$ cat config.mk
export PLATFORM = sky130hd
export DESIGN_NAME = mem_lsu_ctrl
export DESIGN_NICKNAME = d
export VERILOG_FILES = /design/src/rtl/mem_lsu_pkg.sv /design/src/rtl/mem_lsu_align.sv /design/src/rtl/mem_lsu_ctrl.sv
export SDC_FILE = /design/constraint.sdc
export NUM_CORES = 1
export LEC_CHECK = 0
export BUFFER_PORTS_ARGS = -buffer_cell sky130_fd_sc_hd__buf_2
export CORE_MARGIN = 4
export CORE_UTILIZATION = 47
export DETAILED_ROUTE_END_ITERATION = 10
export GPL_TIMING_DRIVEN = 1
export PLACE_DENSITY = 0.8
export SLEW_MARGIN = 20
export SYNTH_ARGS = -nofsm -noshare
export SYNTH_HDL_FRONTEND = slang
export SYNTH_SLANG_ARGS = --single-unit
$ cat constraint.sdc
create_clock -name clk -period 4.8 [get_ports clk]
set_clock_uncertainty 0.05 [all_clocks]
set_input_delay 0.96 -clock clk [delete_from_list [all_inputs] [get_ports clk]]
set_output_delay 0.96 -clock clk [all_outputs]
set_load 0.03 [all_outputs]
$ cat src/rtl/mem_lsu_pkg.sv
// Shared constants and helpers for the load/store controller.
package mem_lsu_pkg;

  // funct3 encodings for the supported access types
  localparam logic [2:0] F3_B  = 3'b000;
  localparam logic [2:0] F3_H  = 3'b001;
  localparam logic [2:0] F3_W  = 3'b010;
  localparam logic [2:0] F3_BU = 3'b100;
  localparam logic [2:0] F3_HU = 3'b101;

  // FSM encoding
  typedef logic [1:0] lsu_state_t;
  localparam lsu_state_t ST_IDLE  = 2'd0;
  localparam lsu_state_t ST_WRITE = 2'd1;
  localparam lsu_state_t ST_READ  = 2'd2;
  localparam lsu_state_t ST_RESP  = 2'd3;

  // Byte enables for an access size (funct3[1:0]: 0 byte, 1 half, else word)
  function automatic logic [3:0] size_be(input logic [1:0] size);
    case (size)
      2'b00:   size_be = 4'b0001;
      2'b01:   size_be = 4'b0011;
      default: size_be = 4'b1111;
    endcase
  endfunction

  // Offset of the last byte touched by an access of the given size
  function automatic logic [1:0] size_last_off(input logic [1:0] size);
    case (size)
      2'b00:   size_last_off = 2'd0;
      2'b01:   size_last_off = 2'd1;
      default: size_last_off = 2'd3;
    endcase
  endfunction

endpackage

$ cat src/rtl/mem_lsu_align.sv
// Combinational access decode: byte enables, lane-aligned store data,
// size-extended load data and the request error flag.
module mem_lsu_align
  import mem_lsu_pkg::*;
#(
  parameter int ADDR_W    = 16,
  parameter int ALIGN_CHK = 1
) (
  input  logic        we,
  input  logic [2:0]  funct3,
  input  logic [31:0] addr,
  input  logic [31:0] wdata,
  input  logic [31:0] rdata,
  output logic [3:0]  be,
  output logic [31:0] wdata_al,
  output logic [31:0] rdata_ext,
  output logic        err
);

  logic        illegal;
  logic        misaligned;
  logic        out_of_range;
  logic [32:0] last_byte;

  // Error classification; the last-byte sum is 33 bits so it cannot wrap
  always_comb begin
    illegal      = (funct3 == 3'b011) || (funct3[2:1] == 2'b11) || (we && funct3[2]);
    last_byte    = {1'b0, addr} + {31'b0, size_last_off(funct3[1:0])};
    out_of_range = (last_byte >> ADDR_W) != 33'd0;
    misaligned   = 1'b0;
    if (ALIGN_CHK != 0) begin
      case (funct3[1:0])
        2'b01:   misaligned = addr[0];
        2'b10:   misaligned = (addr[1:0] != 2'b00);
        default: misaligned = 1'b0;
      endcase
    end
    err = illegal || out_of_range || misaligned;
  end

  // Byte enables and store data, right-justified into lane 0 upward
  always_comb begin
    be = size_be(funct3[1:0]);
    case (funct3[1:0])
      2'b00:   wdata_al = {24'b0, wdata[7:0]};
      2'b01:   wdata_al = {16'b0, wdata[15:0]};
      default: wdata_al = wdata;
    endcase
  end

  // Load extension by access type
  always_comb begin
    case (funct3)
      F3_B:    rdata_ext = {{24{rdata[7]}}, rdata[7:0]};
      F3_BU:   rdata_ext = {24'b0, rdata[7:0]};
      F3_H:    rdata_ext = {{16{rdata[15]}}, rdata[15:0]};
      F3_HU:   rdata_ext = {16'b0, rdata[15:0]};
      default: rdata_ext = rdata;
    endcase
  end

endmodule

$ cat src/rtl/mem_lsu_ctrl.sv
// Load/store controller: one request at a time, registered memory strobes,
// registered response with error flag and saturating error counter.
//
//   state    | meaning
//   ---------+-----------------------------------------------------------
//   ST_IDLE  | req_ready=1; accept, decode, launch the memory strobes
//   ST_WRITE | mem_write asserted for this single cycle
//   ST_READ  | mem_addr driven; extended mem_rdata captured at cycle end
//   ST_RESP  | resp_valid=1, held until resp_ready
module mem_lsu_ctrl
  import mem_lsu_pkg::*;
#(
  parameter int ADDR_W    = 16,
  parameter int ALIGN_CHK = 1,
  parameter int ERR_CNT_W = 8
) (
  input  logic                 clk,
  input  logic                 rst_n,
  input  logic                 req_valid,
  output logic                 req_ready,
  input  logic                 req_we,
  input  logic [2:0]           req_funct3,
  input  logic [31:0]          req_addr,
  input  logic [31:0]          req_wdata,
  output logic                 resp_valid,
  input  logic                 resp_ready,
  output logic [31:0]          resp_rdata,
  output logic                 resp_err,
  output logic [3:0]           mem_write,
  output logic [ADDR_W-1:0]    mem_addr,
  output logic [31:0]          mem_wdata,
  input  logic [31:0]          mem_rdata,
  output logic [ERR_CNT_W-1:0] err_cnt
);

  lsu_state_t  state;
  lsu_state_t  state_nxt;
  logic [2:0]  lat_f3;
  logic [2:0]  al_f3;
  logic [3:0]  al_be;
  logic [31:0] al_wdata;
  logic [31:0] al_rdata;
  logic        al_err;
  logic        accept;

  // In IDLE the decoder looks at the live request; afterwards the latched
  // funct3 selects the load extension during READ.
  assign al_f3      = (state == ST_IDLE) ? req_funct3 : lat_f3;
  assign accept     = (state == ST_IDLE) && req_valid;
  assign req_ready  = (state == ST_IDLE);
  assign resp_valid = (state == ST_RESP);

  mem_lsu_align #(
    .ADDR_W    (ADDR_W),
    .ALIGN_CHK (ALIGN_CHK)
  ) u_align (
    .we        (req_we),
    .funct3    (al_f3),
    .addr      (req_addr),
    .wdata     (req_wdata),
    .rdata     (mem_rdata),
    .be        (al_be),
    .wdata_al  (al_wdata),
    .rdata_ext (al_rdata),
    .err       (al_err)
  );

  // Next-state decode
  always_comb begin
    state_nxt = state;
    case (state)
      ST_IDLE: begin
        if (req_valid) begin
          if (al_err)      state_nxt = ST_RESP;
          else if (req_we) state_nxt = ST_WRITE;
          else             state_nxt = ST_READ;
        end
      end
      ST_WRITE: state_nxt = ST_RESP;
      ST_READ:  state_nxt = ST_RESP;
      ST_RESP:  if (resp_ready) state_nxt = ST_IDLE;
      default:  state_nxt = ST_IDLE;
    endcase
  end

  // State register
  always_ff @(posedge clk or negedge rst_n) begin
    if (!rst_n) state <= ST_IDLE;
    else        state <= state_nxt;
  end

  // Latch the access type for load extension
  always_ff @(posedge clk or negedge rst_n) begin
    if (!rst_n)      lat_f3 <= F3_B;
    else if (accept) lat_f3 <= req_funct3;
  end

  // Memory strobes: launched at acceptance so they are stable for the whole
  // WRITE/READ cycle; an erroring request never touches memory. The async
  // reset on mem_write kills a write that is in flight.
  always_ff @(posedge clk or negedge rst_n) begin
    if (!rst_n) begin
      mem_write <= 4'b0000;
      mem_addr  <= '0;
      mem_wdata <= 32'b0;
    end else begin
      if (accept && !al_err) begin
        mem_addr <= req_addr[ADDR_W-1:0];
        if (req_we) begin
          mem_write <= al_be;
          mem_wdata <= al_wdata;
        end
      end
      if (state == ST_WRITE) mem_write <= 4'b0000;
    end
  end

  // Response register: cleared at acceptance, load data captured in READ
  always_ff @(posedge clk or negedge rst_n) begin
    if (!rst_n) begin
      resp_rdata <= 32'b0;
      resp_err   <= 1'b0;
    end else begin
      if (accept) begin
        resp_rdata <= 32'b0;
        resp_err   <= al_err;
      end
      if (state == ST_READ) resp_rdata <= al_rdata;
    end
  end

  // Saturating error counter, bumped on the IDLE->RESP error transition
  always_ff @(posedge clk or negedge rst_n) begin
    if (!rst_n) begin
      err_cnt <= '0;
    end else if (accept && al_err && (err_cnt != {ERR_CNT_W{1'b1}})) begin
      err_cnt <= err_cnt + 1'b1;
    end
  end

endmodule

After elaboration in Yosys (flattened, before gate mapping)
Cells that the tools add are included.
- latch bits: 0
- memories: 0
- memory bits (writable): 0
- register bits after elaboration: 98
- output and inout port bits: 95
- input bits: 104
- ROM bits: 0
- bitwise operators: 0
- shifts and indexed selects: 0
- mux-type cells: 16
- equal/unequal tests: 13
- divide/modulo/power cells: 0
- reduce and logical (&&, ||, !) cells: 22
- add/sub/neg operators: 2
- $mul: 0
- magnitude comparators: 0
- operators by type and width (kind ; number):
    $pmux 32 s4 ; 1
    $mux 32 ; 2
    $pmux 32 s2 ; 1
    $add 32x2->33 ; 1
    $reduce_bool 33->1 ; 1
    $mux 4 ; 3
    $add 8x1->8 const B ; 1
    $eq 2x2->1 const B ; 4
    $mux 2 ; 4
    $ne 8x8->1 const B ; 1
    $pmux 4 s2 ; 1
    $reduce_bool 2->1 ; 4
    $eq 3x3->1 const B ; 2
    $pmux 2 s3 ; 1
    $reduce_and 2->1 ; 3
    $logic_and 1x1->1 ; 5
    $eq 2x1->1 const B ; 2
    $logic_not 2->1 ; 2
    $logic_or 1x1->1 ; 4
    $pmux 2 s2 ; 1
    $eq 3x1->1 const B ; 1
    $eq 3x2->1 const B ; 1
    $logic_not 3->1 ; 1
    $mux 3 ; 1
    other kinds (5) ; 5

Depth between registers and ports, before layout
Gate-level depths: netlist of the first run.
- depth in word-level cells: 12
- mapped depth: 18
- mapped depth without buffers: 12

By module
From an unflattened synthesis of the first run, not the netlist that was laid out.
- cell total of the unflattened synthesis: 378
- area total of the unflattened synthesis: 4717.0 um2
- by module, submodules not included (module ; instances ; area each (um2) ; sequential area each (um2) ; cells each):
    mem_lsu_ctrl ; 1 ; 3938.8 ; 2452.4 ; 256
    mem_lsu_align ; 1 ; 778.2 ; 0.0 ; 122

Worst setup path before layout of the first run
OpenSTA, ideal clock, no wires.
- path type: register -> register
- start: register state[0]
- end: register mem_wdata[5]
- arrival time: 4.049 ns
- stages on the path, launching flop included: 16
- setup slack: 0.576 ns
- path buffers: 5
- data required time: 4.625 ns
- setup time: 0.125 ns
- clock period less this slack: 4.224 ns
- cell sequence: dfrtp_1 > inv_1 > ha_1 > buf_4 > mux2i_1 > clkbuf_1 > clkbuf_1 > ha_1 > nand3b_1 > a211o_1 > nor4bb_1 > mux2_2 > or4_1 > buf_2 > buf_6 > mux2_4
- cells in the longest elaborated chain, start to end: 11
- elaborated cells on any way between the ends: 20
- those cells by class: 1 x add/sub; 4 x eq/ne; 3 x mux; 12 x reduce/logical
- RTL lines (item ; line ; text):
    start: declaration ; mem_lsu_ctrl.sv:36 ; lsu_state_t state;
    start signal: assignment ; mem_lsu_ctrl.sv:89 ; else state <= state_nxt;
    $logic_not 2->1 (*) ; -- ;
    via req_ready ; mem_lsu_ctrl.sv:20 ; output logic req_ready,
    $mux 3 ; mem_lsu_ctrl.sv:48 ; assign al_f3 = (state == ST_IDLE) ? req_funct3 : lat_f3;
    $eq 2x1->1 or $logic_not 2->1 (tied branches) ; mem_lsu_pkg.sv:29, mem_lsu_align.sv:32 ;
    $pmux 2 s2 ; mem_lsu_pkg.sv:29 ; case (size)
    $add 32x2->33 ; mem_lsu_align.sv:28 ; last_byte = {1'b0, addr} + {31'b0, size_last_off(funct3[1:0])};
    $reduce_bool 33->1 ; mem_lsu_align.sv:29 ; out_of_range = (last_byte >> ADDR_W) != 33'd0;
    $logic_or 1x1->1 (2 in a row) ; mem_lsu_align.sv:38 ; err = illegal || out_of_range || misaligned;
    $logic_not 1->1 ; mem_lsu_ctrl.sv:107 ; if (accept && !al_err) begin
    $logic_and 1x1->1 (*) ; mem_lsu_ctrl.sv:107 ;
    $reduce_and 2->1 (no source line) (*) ; -- ;
    end signal: assignment ; mem_lsu_ctrl.sv:111 ; mem_wdata <= al_wdata;
    end: declaration ; mem_lsu_ctrl.sv:31 ; output logic [31:0] mem_wdata,
The timed path passes the listed nets; every way through them passes the cells marked *.
A chain may end at the register's enable or synchronous reset.

Final worst setup path of the first run
- start: register state[0]
- end: register mem_wdata[7]
- cells in the longest elaborated chain, start to end: 11
- elaborated cells on any way between the ends: 20
- those cells by class: 1 x add/sub; 4 x eq/ne; 3 x mux; 12 x reduce/logical
- RTL lines (item ; line):
    $logic_not 2->1 (*) ; mem_lsu_ctrl.sv:48, mem_lsu_ctrl.sv:49
    $mux 3 ; mem_lsu_ctrl.sv:48
    $eq 2x1->1 or $logic_not 2->1 (tied branches) ; mem_lsu_pkg.sv:29, mem_lsu_align.sv:32
    $pmux 2 s2 ; mem_lsu_pkg.sv:29
    $add 32x2->33 ; mem_lsu_align.sv:28
    $reduce_bool 33->1 ; mem_lsu_align.sv:29
    $logic_or 1x1->1 (2 in a row) ; mem_lsu_align.sv:38
    $logic_not 1->1 ; mem_lsu_ctrl.sv:107
    $logic_and 1x1->1 (*) ; mem_lsu_ctrl.sv:107
    $reduce_and 2->1 (no source line) (*) ; --
Mark *: on every way between the ends. The rest lies on a longest branch, timed or not.

==> impl_results.md, run 1 <==
- Run status: completed
- Number of design-rule violations left by the first detailed-router iteration: 155
- Reg-to-reg startpoint: state[0]$_DFFE_PN0P_
- Async SR Flop Fraction: 100%
- Synthesis-stage register bit count: 97
- Type of the most critical hold path: flip-flop to flip-flop
- Combined global-route utilization of all metal layers: 20.9%
- Crit path max fanout: 35
- Static leakage: 3.25 nW
- HPWL after detailed placement: 8.85 mm
- Data arrival at the endpoint of the critical path: 4.18 ns
- TritonCTS Sinks: 97
- Tcrit/Tclk final: 83.0%
- Number of primary I/O pins: 199
- Number of antenna violations at the first check in global routing: 0
- Total Nets Final: 749
- CTS tree: done
- Cell at the root of the clock tree: sky130_fd_sc_hd__clkbuf_8
- Number of global-route vias before repair: 3997
- Dominant combinational cell family by area after synthesis: simple AND/OR/NAND/NOR gates
- Endpoint of the worst-slack reg-to-reg timing path: mem_wdata[7]$_DFFE_PN0P_
- Final setup TNS: 0 ns
- Hold Vio Cnt, Final: 0
- Mapped Nets: 555
- Depth of the worst hold-timing path: 2
- Width of the die: 106 µm
- Initial DRT Pass Iterations: 5
- RSZ-0062 raised after global routing: false
- Synth Area in Adders: 2.78%
- Max-slew violation total from the final report: 0
- Worst slew slack as a fraction of its limit: 38.3%
- Area fraction in compound gates after synthesis: 12.4%
- Vertical die dimension: 106 µm
- Category of the most critical setup path: flip-flop to flip-flop
- Total number of H-tree levels: 3
- Standard-cell row count: 35
- Effective utilization at floorplan: 48.4%
- Netlist Area Pre-Place: 0.00449 mm²
- Required @ worst endpoint: 4.99 ns
- Parity-gate share of the synthesized area counting xor and xnor cells: 1.56%
- Power density over the cells: 490 mW/mm²
- Number of cell instances on the worst register-to-register path: 13
- Count of vias placed by the detailed router: 3926
- Main synth FF type: sky130_fd_sc_hd__dfrtp_1
- Clock-pin slew of the registers on the worst-case setup and hold paths: 0.09 ns
- Final worst path period need: 3.99 ns
- Wire length of the first global-routing pass: 18.9 mm
- TritonCTS Buffers: 9
- Cts hold-fix bufs: 0
- Post-CTS setup buffers: 0
- Final routed DRC violation total: 0
- Post-detailed-routing wire length: 11.6 mm
- Peak VDD IR: 0.000320 V
- Portion of the post-synthesis area used by sequential elements: 54.0%
- IO Port Bufs: 198
- FMAX: 251 MHz
- Clock insertion delay at the later pin of the skew report: 0.34 ns
- Cells resized by post-CTS repair: 0
- Launch point of the worst hold path: resp_rdata[17]$_DFFE_PN0P_
- Count of yosys warnings during synthesis: 0
- Worst setup slack for register-to-register paths: 0.81 ns
- Area Growth Syn to Fin: 29.9%
- Mean post-synth cell area: 10.2 µm²
- Portion of netlist area occupied by mux cells: 9.13%
- Number of vias per cell after detailed routing: 5.11
- Final weighted congestion of routability-driven global placement: 0.802
- Largest net degree at the start of global routing: 72
- Die Area: 0.0112 mm²
- Startpoint type of the worst setup path: flip-flop
- Core box area: 0.00928 mm²
- Overall power of the completed layout: 2.86 mW
- Leftover overflow at the end of global routing: 0
- Worst-case hold path end point: resp_rdata[17]$_DFFE_PN0P_
- Library cells used by synthesis: 43
- Maxcap violations: 0
- Layout cell share with drive strength beyond 1: 39.7%
- Post-route ant nets: 0
- Number of setup violations in the final report: 0
- Synth Area in Simple Gates: 16.6%
- Worst slew pin tran: 0.919 ns
- Type of element capturing the critical path: flip-flop
- Number of synthesized flops with an enable pin: 0
- Synthesized netlist cell count: 441
- Maximum clock path buffer count: 2
- Average wire per cell in the routed design: 15.1 µm
## logic make-up after synthesis
family,count (synthesis)
simple gates,167
flops,97
compound gates,91
buf+inv,35
mux,33
fa+ha+maj,10
xor+xnor,8
## how the worst max path moves through the flow
stage,startpoint,to,slack (ns),cells after the start
4_1_cts,state[0]$_DFFE_PN0P_,mem_wdata[7]$_DFFE_PN0P_,0.81,13
6_report,state[0]$_DFFE_PN0P_,mem_wdata[7]$_DFFE_PN0P_,0.81,13
3_5_place_dp,req_funct3[0],mem_wdata[7]$_DFFE_PN0P_,0.66,11
2_1_floorplan,state[0]$_DFFE_PN0P_,mem_wdata[5]$_DFFE_PN0P_,0.58,15
5_1_grt,state[0]$_DFFE_PN0P_,mem_wdata[6]$_DFFE_PN0P_,0.52,13
3_3_place_gp,req_funct3[0],mem_wdata[7]$_DFFE_PN0P_,0.81,11
## registers in the layout (all words and copies together) (netlist names)
name	count
mem_write	3
resp_rdata	32
mem_addr	16
err_cnt	8
mem_wdata	32
lat_f3	3
resp_err	1
state	2
## final cells by class
type / instances / area [µm²]
Fill cell: 798 / 3450
Sequential cell: 97 / 2430
Multi-Input combinational cell: 309 / 1910
Timing Repair Buffer: 207 / 1060
Tap cell: 129 / 161
Clock buffer: 10 / 128
Clock inverter: 5 / 104
Inverter: 11 / 41.3
Antenna cell: 1 / 2.50
## per-stage QoR
step	area [µm²]	setup slack, ns	utilization [%]	hold WS (ns)	instances
after global placement	5600	0.808	60.4	0.404	753
after global routing	5830	0.524	62.8	0.458	768
after floorplan	4490	0.576	-	0.392	441
after CTS	5830	0.807	62.8	0.435	768
after detailed placement	5600	0.656	60.4	0.413	753
final	5840	0.814	62.9	0.429	769
## worst max-delay path: stages, from the launching register on
cell and delay (ns):
sky130_fd_sc_hd__dfrtp_1 0.40, sky130_fd_sc_hd__inv_1 0.08, sky130_fd_sc_hd__ha_1 0.19, sky130_fd_sc_hd__buf_4 0.17, sky130_fd_sc_hd__mux2_2 0.26, sky130_fd_sc_hd__inv_1 0.08, sky130_fd_sc_hd__ha_1 0.24, sky130_fd_sc_hd__nand3b_1 0.16
sky130_fd_sc_hd__a211o_1 0.36, sky130_fd_sc_hd__nor4bb_1 0.34, sky130_fd_sc_hd__mux2_2 0.41, sky130_fd_sc_hd__or4_1 0.51, sky130_fd_sc_hd__buf_4 0.27, sky130_fd_sc_hd__mux2_4 0.34
## cell usage after synthesis (all sizes together), types with 3 or more instances
cell | n | area [µm²]
a21o | 9 | 67.6
o2111ai | 3 | 26.3
nand2 | 101 | 387
mux2i | 5 | 50.1
mux2 | 28 | 360
dfrtp | 97 | 2430
inv | 11 | 41.3
nor2 | 28 | 105
xnor2 | 3 | 26.3
xor2 | 5 | 43.8
ha | 10 | 125
and2 | 3 | 18.8
o21ai | 53 | 265
nand3 | 8 | 40.0
nor3 | 3 | 15.0
o21a | 3 | 22.5
buf | 6 | 50.0
clkbuf | 18 | 67.6
nor4 | 8 | 62.6
a21oi | 5 | 25.0
a22o | 10 | 87.6
## routing by layer
| metal | global-route usage [%] | routed length [µm] | vias to the layer above |
|---|---|---|---|
| met3 | 5.02 | 757 | 18 |
| met4 | 7.31 | 227 | 0 |
| met1 | 25.1 | 4770 | 1876 |
| li1 | - | - | 1899 |
| met5 | 0 | 0 | - |
| met2 | 36.4 | 5860 | 133 |
## cell usage in the layout, fill, tap and decap left out, drive strengths merged, types with 8 or more instances in the layout
cell type  instances
a22o              10
o21ai             53
nor4               8
buf              207
clkbuf            10
mux2              28
nand2            101
nand3              8
a21o               9
ha                10
dfrtp             97
inv               12
nor2              28
## power breakdown
| part | switching (mW) | leakage, nW | total, mW | internal (mW) |
|---|---|---|---|---|
| clock network | 0.275 | 0.117 | 0.620 | 0.345 |
| registers | 0.0885 | 1.29 | 1.06 | 0.968 |
| logic | 0.791 | 1.83 | 1.18 | 0.391 |
| total | 1.15 | 3.25 | 2.86 | 1.70 |
No activity file was read; power rests on OpenSTA's default activity.
==> run 2: changes to the inputs <==
- CORE_UTILIZATION: 47 -> 43
- PLACE_DENSITY: 0.8 -> 0.77
- clock period: 4.8 -> 3.4 ns (I/O delays scaled with it)
==> run 2 against run 1 <==
  * Flip-flop and latch count unchanged
  * Setup slack got worse by 0.81 ns
  * Final cell count up 4.2%
  * Routed wire length increased by 12%
  * Largest cell class unchanged
  * Total power rose by 45%
  * Combinational power up 60%
  * Critical endpoint is now mem_wdata[25]$_DFFE_PN0P_
  * Worst hold slack got worse by 0.20 ns
  * Non-clock buffer count grew 25
  * Sequential share of layout area down 3.6 points
  * Die area increased by 8.6%
  * Sequential power up 41%
==> impl_results.md, run 2 (synthesis results as in run 1) <==
- Tcrit/Tclk final: 99.7% (+17 points)
- FMAX: 295 MHz (+18%)
- Number of design-rule violations left by the first detailed-router iteration: 155 (unchanged)
- Final weighted congestion of routability-driven global placement: 0.841 (+4.9%)
- Static leakage: 3.51 nW (+8.1%)
- Worst setup slack for register-to-register paths: 0.009 ns (-0.81 ns)
- Commonest non-fill, non-tap cell in the layout: sky130_fd_sc_hd__buf_2
- Number of setup violations in the final report: 0 (unchanged)
- Type of element capturing the critical path: flip-flop
- RSZ-0062 raised after global routing: true
- Registers with the most flip-flops: mem_wdata: 32 flops, resp_rdata: 32 flops, mem_addr: 16 flops
- Worst slew pin tran: 0.940 ns (+0.0212 ns)
- Peak VDD IR: 0.000488 V (+52%)
- TritonCTS Buffers: 9 (unchanged)
- Category of the most critical setup path: flip-flop to flip-flop
- Crit path max fanout: 7 (-80%)
- Max stage delay on crit path: 0.40 ns (-0.11 ns)
- Type of the most critical hold path: primary input to async pin
- Max-slew violation total from the final report: 0 (unchanged)
- Leftover overflow at the end of global routing: 0 (unchanged)
- Maximum clock path buffer count: 2 (unchanged)
- Effective utilization at floorplan: 43.9% (-4.5 points)
- Number of antenna cells inserted: 0 (-1)
- TritonCTS Sinks: 97 (unchanged)
- Required @ worst endpoint: 3.65 ns (-1.34 ns)
- Clock-pin slew of the registers on the worst-case setup and hold paths: 0.10 ns (about the same)
- Standard-cell row count: 37 (+5.7%)
- Final worst path period need: 3.39 ns (-0.594 ns)
- Hold Vio Cnt, Final: 0 (unchanged)
- Setup slack after layout: 0.00851 ns (-0.806 ns)
- Cts hold-fix bufs: 0 (unchanged)
- Most frequent cells in the layout: sky130_fd_sc_hd__buf_2 (197), sky130_fd_sc_hd__nand2_1 (99), sky130_fd_sc_hd__dfrtp_1 (97)
- Width of the die: 110 µm (+4.2%)
- Family with the most delay on the worst path: simple AND/OR/NAND/NOR gates
- Combined global-route utilization of all metal layers: 19.0% (-1.8 points)
- Run status: completed
- Overall power of the completed layout: 4.15 mW (+45%)
- Data arrival at the endpoint of the critical path: 3.64 ns (-0.54 ns)
- Number of antenna violations at the first check in global routing: 0 (unchanged)
- Initial DRT Pass Iterations: 5 (unchanged)
- Number of global-route vias before repair: 3844 (-3.8%)
- Clock insertion delay at the later pin of the skew report: 0.36 ns (+0.02 ns)
- Total number of H-tree levels: 3 (unchanged)
- Startpoint type of the worst setup path: flip-flop
- Power density over the cells: 650 mW/mm² (+33%)
- Largest net degree at the start of global routing: 58 (-19%)
- Core box area: 0.0102 mm² (+10%)
- Post-detailed-routing wire length: 13.0 mm (+12%)
- Number of vias per cell after detailed routing: 5.10 (about the same)
- Post-route ant nets: 0 (unchanged)
- HPWL after detailed placement: 9.19 mm (+3.8%)
- Final routed DRC violation total: 0 (unchanged)
- CTS tree: done
- Layout cell share with drive strength beyond 1: 48.1% (+8.4 points)
- Average wire per cell in the routed design: 16.2 µm (+7.3%)
- Critical-path cell list: inv_2 -> ha_4 -> mux2_4 -> inv_4 -> ha_4 -> nand3b_1 -> a211o_4 -> nor4bb_4 -> mux2_4 -> buf_6 -> nor4_2 -> buf_4 -> nand3_4 -> clkbuf_16 -> o21ai_2
- Die Area: 0.0122 mm² (+8.6%)
- IO Port Bufs: 198 (unchanged)
- Cell with the largest stage delay on the worst path: sky130_fd_sc_hd__dfrtp_1
- Worst slew slack as a fraction of its limit: 36.7% (-1.6 points)
- Number of primary I/O pins: 199 (unchanged)
- Vertical die dimension: 110 µm (+4.2%)
- Wire length of the first global-routing pass: 18.1 mm (-4.6%)
- Area Growth Syn to Fin: 42.1%
- Cell at the root of the clock tree: sky130_fd_sc_hd__clkbuf_8
- Worst path buffer plus inverter count: 5 (+1)
- Count of vias placed by the detailed router: 4087 (+4.1%)
- Total Nets Final: 775 (+3.5%)
- Post-Place Worst Slack: -0.138 ns (-0.794 ns)
- Maxcap violations: 0 (unchanged)
[run 2: changes by cell type in the layout (fill, tap and decap cells not counted), sizes merged]
cell    previous run  this run
nand2            101       102
inv               12        13
clkbuf            10        14
bufinv             3         1
buf              207       228
diode              1         0
clkinv             1         2
[run 2: path summary, 6_finish.rpt]
path / startpoint / to / depth (start not counted)
max: state[0]$_DFFE_PN0P_ / mem_wdata[25]$_DFFE_PN0P_ / 15
min: rst_n / mem_wdata[21]$_DFFE_PN0P_ / 1
max reg2reg: state[0]$_DFFE_PN0P_ / mem_wdata[25]$_DFFE_PN0P_ / 15
min reg2reg: lat_f3[2]$_DFFE_PN0P_ / lat_f3[2]$_DFFE_PN0P_ / 2
max in group asynchronous: rst_n / state[0]$_DFFE_PN0P_ / 2
min in group clk: lat_f3[2]$_DFFE_PN0P_ / lat_f3[2]$_DFFE_PN0P_ / 2
[run 2: layer usage]
metal | vias up | track usage, % | part of all wire (%)
met3 | 23 | 4.19 | 6.7
met1 | 1977 | 22.4 | 41
met2 | 140 | 33.4 | 50
met5 | - | 0 | 0
met4 | 0 | 8.27 | 2.4
li1 | 1947 | - | -
[run 2: final cells by class]
class | count | area, µm²
tap | 136 | 170
fill | 872 | 3840
multi-input combinational | 310 | 2170
clock inverter | 5 | 63.8
inverter | 11 | 43.8
clock buffer | 10 | 138
timing repair buffer | 232 | 1370
sequential | 97 | 2430
[run 2: repair_timing]
| action | 4_1_cts | 5_1_grt |
|---|---|---|
| pin swaps | 0 | 27 |
| hold endpoints to repair | 0 | 0 |
| setup buffers | 1 | 6 |
| setup endpoints to repair | 38 | 57 |
| gates cloned | 0 | 6 |
| gates resized for setup | 1 | 71 |
[run 2: through the flow]
step / TNS, ns / instance area, µm² / instances / hold slack, ns / utilization, %
global route: -4.28 / 6390 / 801 / 0.248 / 62.4
detailed placement: -4.59 / 5780 / 773 / 0.409 / 56.5
global placement: -0.273 / 5780 / 773 / 0.403 / 56.5
finish: 0 / 6390 / 801 / 0.227 / 62.4
floorplan: -6.31 / 4590 / 441 / 0.334 / -
CTS: -0.0881 / 5990 / 789 / 0.242 / 58.6
[run 2: power by group]
| group | switching, mW | internal, mW |
|---|---|---|
| clock | 0.405 | 0.364 |
| combinational | 1.22 | 0.678 |
| sequential | 0.125 | 1.37 |
| total | 1.74 | 2.41 |
